===== src/rtl/sdf_stage_ctrl.sv =====
// Control sequencer for one radix-2 single-path delay-feedback FFT stage:
// delay-FIFO enables, butterfly select, twiddle index and output framing.
module sdf_stage_ctrl #(
    parameter int INDEX = 5,
    parameter int DELAY = 32
) (
    input  logic             clk,
    input  logic             rst_n,
    input  logic             in_valid,
    input  logic             in_sop,
    output logic             in_ready,
    output logic             fifo_w_en,
    output logic             fifo_r_en,
    output logic             bfly_sel,
    output logic [INDEX-1:0] twiddle_idx,
    output logic             out_valid,
    output logic             out_sop,
    output logic             out_eop,
    output logic             err
);

    typedef enum logic [2:0] {
        IDLE,
        FILL,
        BFLY,
        PASS,
        DRAIN
    } state_t;

    localparam logic [INDEX-1:0] CNT_LAST = INDEX'(DELAY - 1);
    localparam logic [INDEX-1:0] CNT_ONE  = INDEX'(1);

    state_t           state, state_nxt;
    logic [INDEX-1:0] cnt, cnt_nxt, cnt_inc;
    logic             cnt_zero, cnt_last;
    logic             err_nxt;

    logic             ready_c, w_c, r_c, ov_c, bsel_c, sop_c, eop_c;
    logic [INDEX-1:0] tw_c;

    assign cnt_inc  = cnt + CNT_ONE;
    assign cnt_zero = (cnt == '0);
    assign cnt_last = (cnt == CNT_LAST);

    always_ff @(posedge clk or negedge rst_n) begin
        if (!rst_n) begin
            state <= IDLE;
            cnt   <= '0;
            err   <= 1'b0;
        end else begin
            state <= state_nxt;
            cnt   <= cnt_nxt;
            err   <= err_nxt;
        end
    end

    always_comb begin
        state_nxt = state;
        cnt_nxt   = cnt;
        err_nxt   = 1'b0;
        ready_c   = 1'b1;
        w_c       = 1'b0;
        r_c       = 1'b0;
        ov_c      = 1'b0;
        bsel_c    = 1'b0;
        tw_c      = '0;
        sop_c     = 1'b0;
        eop_c     = 1'b0;
        case (state)
            IDLE: begin
                if (in_valid) begin
                    if (in_sop) begin
                        w_c       = 1'b1;
                        cnt_nxt   = CNT_ONE;
                        state_nxt = FILL;
                    end else begin
                        err_nxt = 1'b1;
                    end
                end
            end
            FILL: begin
                if (in_valid) begin
                    w_c     = 1'b1;
                    err_nxt = in_sop;
                    cnt_nxt = cnt_inc;
                    if (cnt_last) state_nxt = BFLY;
                end
            end
            BFLY: begin
                bsel_c = 1'b1;
                tw_c   = cnt;
                if (in_valid) begin
                    w_c     = 1'b1;
                    r_c     = 1'b1;
                    ov_c    = 1'b1;
                    sop_c   = cnt_zero;
                    err_nxt = in_sop;
                    cnt_nxt = cnt_inc;
                    if (cnt_last) state_nxt = PASS;
                end
            end
            PASS: begin
                if (cnt_zero) begin
                    // The first difference leaves now either way: with a new frame
                    // start it is paired with the write, otherwise this cycle opens
                    // the drain so the last output lands D cycles later.
                    ready_c = in_valid;
                    r_c     = 1'b1;
                    ov_c    = 1'b1;
                    cnt_nxt = CNT_ONE;
                    if (in_valid && in_sop) begin
                        w_c = 1'b1;
                    end else begin
                        err_nxt   = in_valid;
                        state_nxt = DRAIN;
                    end
                end else if (in_valid) begin
                    w_c     = 1'b1;
                    r_c     = 1'b1;
                    ov_c    = 1'b1;
                    eop_c   = cnt_last;
                    err_nxt = in_sop;
                    cnt_nxt = cnt_inc;
                    if (cnt_last) state_nxt = BFLY;
                end
            end
            DRAIN: begin
                ready_c = 1'b0;
                r_c     = 1'b1;
                ov_c    = 1'b1;
                eop_c   = cnt_last;
                cnt_nxt = cnt_inc;
                if (cnt_last) state_nxt = IDLE;
            end
            default: begin
                state_nxt = IDLE;
                cnt_nxt   = '0;
            end
        endcase
    end

    // Reset also masks the IDLE decode so nothing fires while rst_n is held low.
    assign in_ready    = ready_c | ~rst_n;
    assign fifo_w_en   = w_c & rst_n;
    assign fifo_r_en   = r_c & rst_n;
    assign out_valid   = ov_c & rst_n;
    assign bfly_sel    = bsel_c & rst_n;
    assign twiddle_idx = rst_n ? tw_c : '0;
    assign out_sop     = sop_c & rst_n;
    assign out_eop     = eop_c & rst_n;

endmodule


===== config.mk =====
export PLATFORM = sky130hd
export DESIGN_NAME = sdf_stage_ctrl
export DESIGN_NICKNAME = d
export VERILOG_FILES = /design/src/rtl/sdf_stage_ctrl.sv
export SDC_FILE = /design/constraint.sdc
export NUM_CORES = 1
export LEC_CHECK = 0
export ABC_AREA = 0
export BUFFER_PORTS_ARGS = -buffer_cell sky130_fd_sc_hd__buf_2
export CORE_MARGIN = 10
export CORE_UTILIZATION = 55
export DETAILED_ROUTE_END_ITERATION = 6
export PLACE_DENSITY = 0.81
export SLEW_MARGIN = 20
export SYNTH_ARGS = -nofsm -noshare
export SYNTH_HDL_FRONTEND = slang
export SYNTH_SLANG_ARGS = --single-unit

===== constraint.sdc =====
create_clock -name clk -period 4.3 [get_ports clk]
set_clock_uncertainty 0.05 [all_clocks]
set_input_delay 0 -clock clk [delete_from_list [all_inputs] [get_ports clk]]
set_output_delay 0 -clock clk [all_outputs]
set_load 0.02 [all_outputs]

==> metrics <==
chip height ~58 um; # IOs 17; final WL 2020 um; Setup-failing EPs final 0; Post-DP Area 856 um2; htree depth 1; Final min period 2.05 ns; Yosys cell types 38; Final #Nets 117; detailed router's first-iteration violation count 47; Mapped Cells 93; M1 WL 848 um; DRC errors left 0; Highest Signal Layer met4; met2 wire length around 970 um; PD cells 533 nW/um2; core area 1320 um2; #FFs+latches synth 9; slowest cell delay on critical path 0.47 ns; MaxCap Viol Count 0; CTS buffer count 3; syn nets 101; Crit. End Element primary output; RD Place Congestion 0.893; slowest CP cell dfrtp_1; Avg Cell Area, Syn 8.46 um2; row count 13; antenna violations before repair 0; Worst Path Arrival roughly 2.0 ns; DRT Pass-1 Iters 4; vias 754; max-slew violation count 0; GRT Total Usage 0.123; Startpoint Class flop; P_leak 0.446 nW; headroom to the max-slew limit 0.651; Initial Utilization 0.597; number of port buffers 16; most frequent cells after synthesis dfrtp_1 (9), and2_1 (8), nand2_1 (8); global-route wire length before repair around 3400 um; CP cell instances inv_1 > ha_1 > nor4b_4 > a21o_2 > nor2b_1 > nor3b_1 > buf_2; ys flop type dfrtp_1; CTS root buf clkbuf_4; maximum clock frequency 487 MHz; hpwl dp between 1000 and 1500 um; share of layout cells above drive strength 1 0.222; post-route cell area 892 um2; EDFF count, synth 0; WL/cell 16.4 um; gr ovfl total 0; fin crit share 0.478; maximum vdd drop 0.000317 V; antenna diode count 0; CP Max Fanout 9; Setup TNS 0 ns; CTS tree built; synth top area cells dfrtp_1 (29%), and2_1 (6.4%), ha_1 (6.4%); die area approximately 3300 um2; RSZ-0062 raised after global routing false; postcts setup bufs 0; wire length on met3 between 150 and 200 um; final hold violations 0; WS Path Type reg -> out; status complete, no violations; vias per cell about 6.1; Async S/R FF share, synth 1.00; Worst Path Required between 4 and 5 ns; leading area contributor after synthesis dfrtp_1; clock sinks 9; Synth top area share 0.286; ANT nets after route 0; total power draw 0.475 mW; pin count of the biggest net entering global routing 17; Hold Path Class in -> reg; Synthesis Warnings 0; Synth Cell Area 787 um2; clock tree buffer depth 2; clk slew on worst S/H paths 0.07 ns; die span in x 57.8 um; latest clock arrival within the worst-skew pair approximately 0.27 ns; most frequent cell after synthesis dfrtp_1; vias in the first global route between 700 and 800; worst slew pin tran approximately 0.52 ns; area delta synth->final 13.4%; sequential share of the synthesized area 0.286
-- cells by family (layout without fill, tap and decap cells) --
family / Yosys count / after routing / synth area share
multiplexers: 1 / 1 / 0.0127
buffers and inverters: 8 / 23 / 0.0477
adder cells (fa/ha/maj): 4 / 4 / 0.0636
AND/OR/NAND/NOR: 45 / 45 / 0.367
XOR/XNOR: 1 / 1 / 0.0111
AO/OA/AOI/OAI: 25 / 25 / 0.211
flip-flops: 9 / 9 / 0.286
-- routing by layer --
layer  GRT usage  up-vias
met1       0.144      351
met5           0        -
met4      0.0403        0
li1            -      369
met2       0.198       32
met3      0.0501        2
-- final timing paths --
kind                             start        end  slack [ns]  cells after the start
worst max register to register  cnt[0]     cnt[1]        2.44                      6
worst min-delay path            in_sop        err        0.05                      3
worst max-delay path            cnt[0]  fifo_w_en        2.25                      7
min in group asynchronous        rst_n        err        0.10                      2
max in group asynchronous        rst_n     cnt[1]        3.88                      2
worst min register to register  cnt[1]     cnt[1]        0.61                      1
-- repair_timing --
action / CTS / global route
hold buffers: 1 / 0
endpoints found under the hold margin: 9 / 0
gates resized for setup: 0 / 0
-- sequential cells by signal, summed over array words and instances (netlist names) --
name / flops
state: 3
err: 1
cnt: 5
-- layout by cell type, fill, tap and decap left out, types with 2 or more instances in the layout --
cell and n:
nand3_1 4, ha_1 4, or2b_1 2, a21oi_1 3, o211ai_1 2, buf_2 16
nor2_1 3, clkbuf_4 3, o21a_1 2, nand2b_1 3, nor2b_1 2, nand2_1 8
nor3_1 2, dfrtp_1 9, o22ai_1 2, inv_1 2, and3_1 5, o21ai_0 7
a22o_1 2, and2_1 8
-- metrics by stage --
stage / setup WS (ns) / utilization / hold slack (ns) / std cells
2_1_floorplan: 2.55 / - / -0.346 / 93
3_3_place_gp: 2.60 / 0.650 / -0.163 / 118
3_5_place_dp: 2.45 / 0.650 / -0.158 / 118
4_1_cts: 2.25 / 0.677 / 0.0552 / 123
5_1_grt: 2.06 / 0.677 / 0.0669 / 123
6_report: 2.25 / 0.677 / 0.0536 / 123
-- critical path: cells and delay by family (launching register included) --
kind | cells | cell delay [ns]
compound gates | 1 | 0.26
fa+ha+maj | 1 | 0.16
buf+inv | 2 | 0.26
flops | 1 | 0.47
simple gates | 3 | 0.60
-- final cells by class --
class	count	area (um2)
Fill cell	111	425
Tap cell	15	18.8
Timing Repair Buffer	17	90.1
Multi-Input combinational cell	76	524
Sequential cell	9	225
Inverter	2	7.51
Clock buffer	4	26.3
-- where the power goes --
part / switching, mW / internal [mW]
clock: 0.0348 / 0.0359
combinational: 0.114 / 0.108
sequential: 0.0668 / 0.115
(Power assumes the default switching activity.)
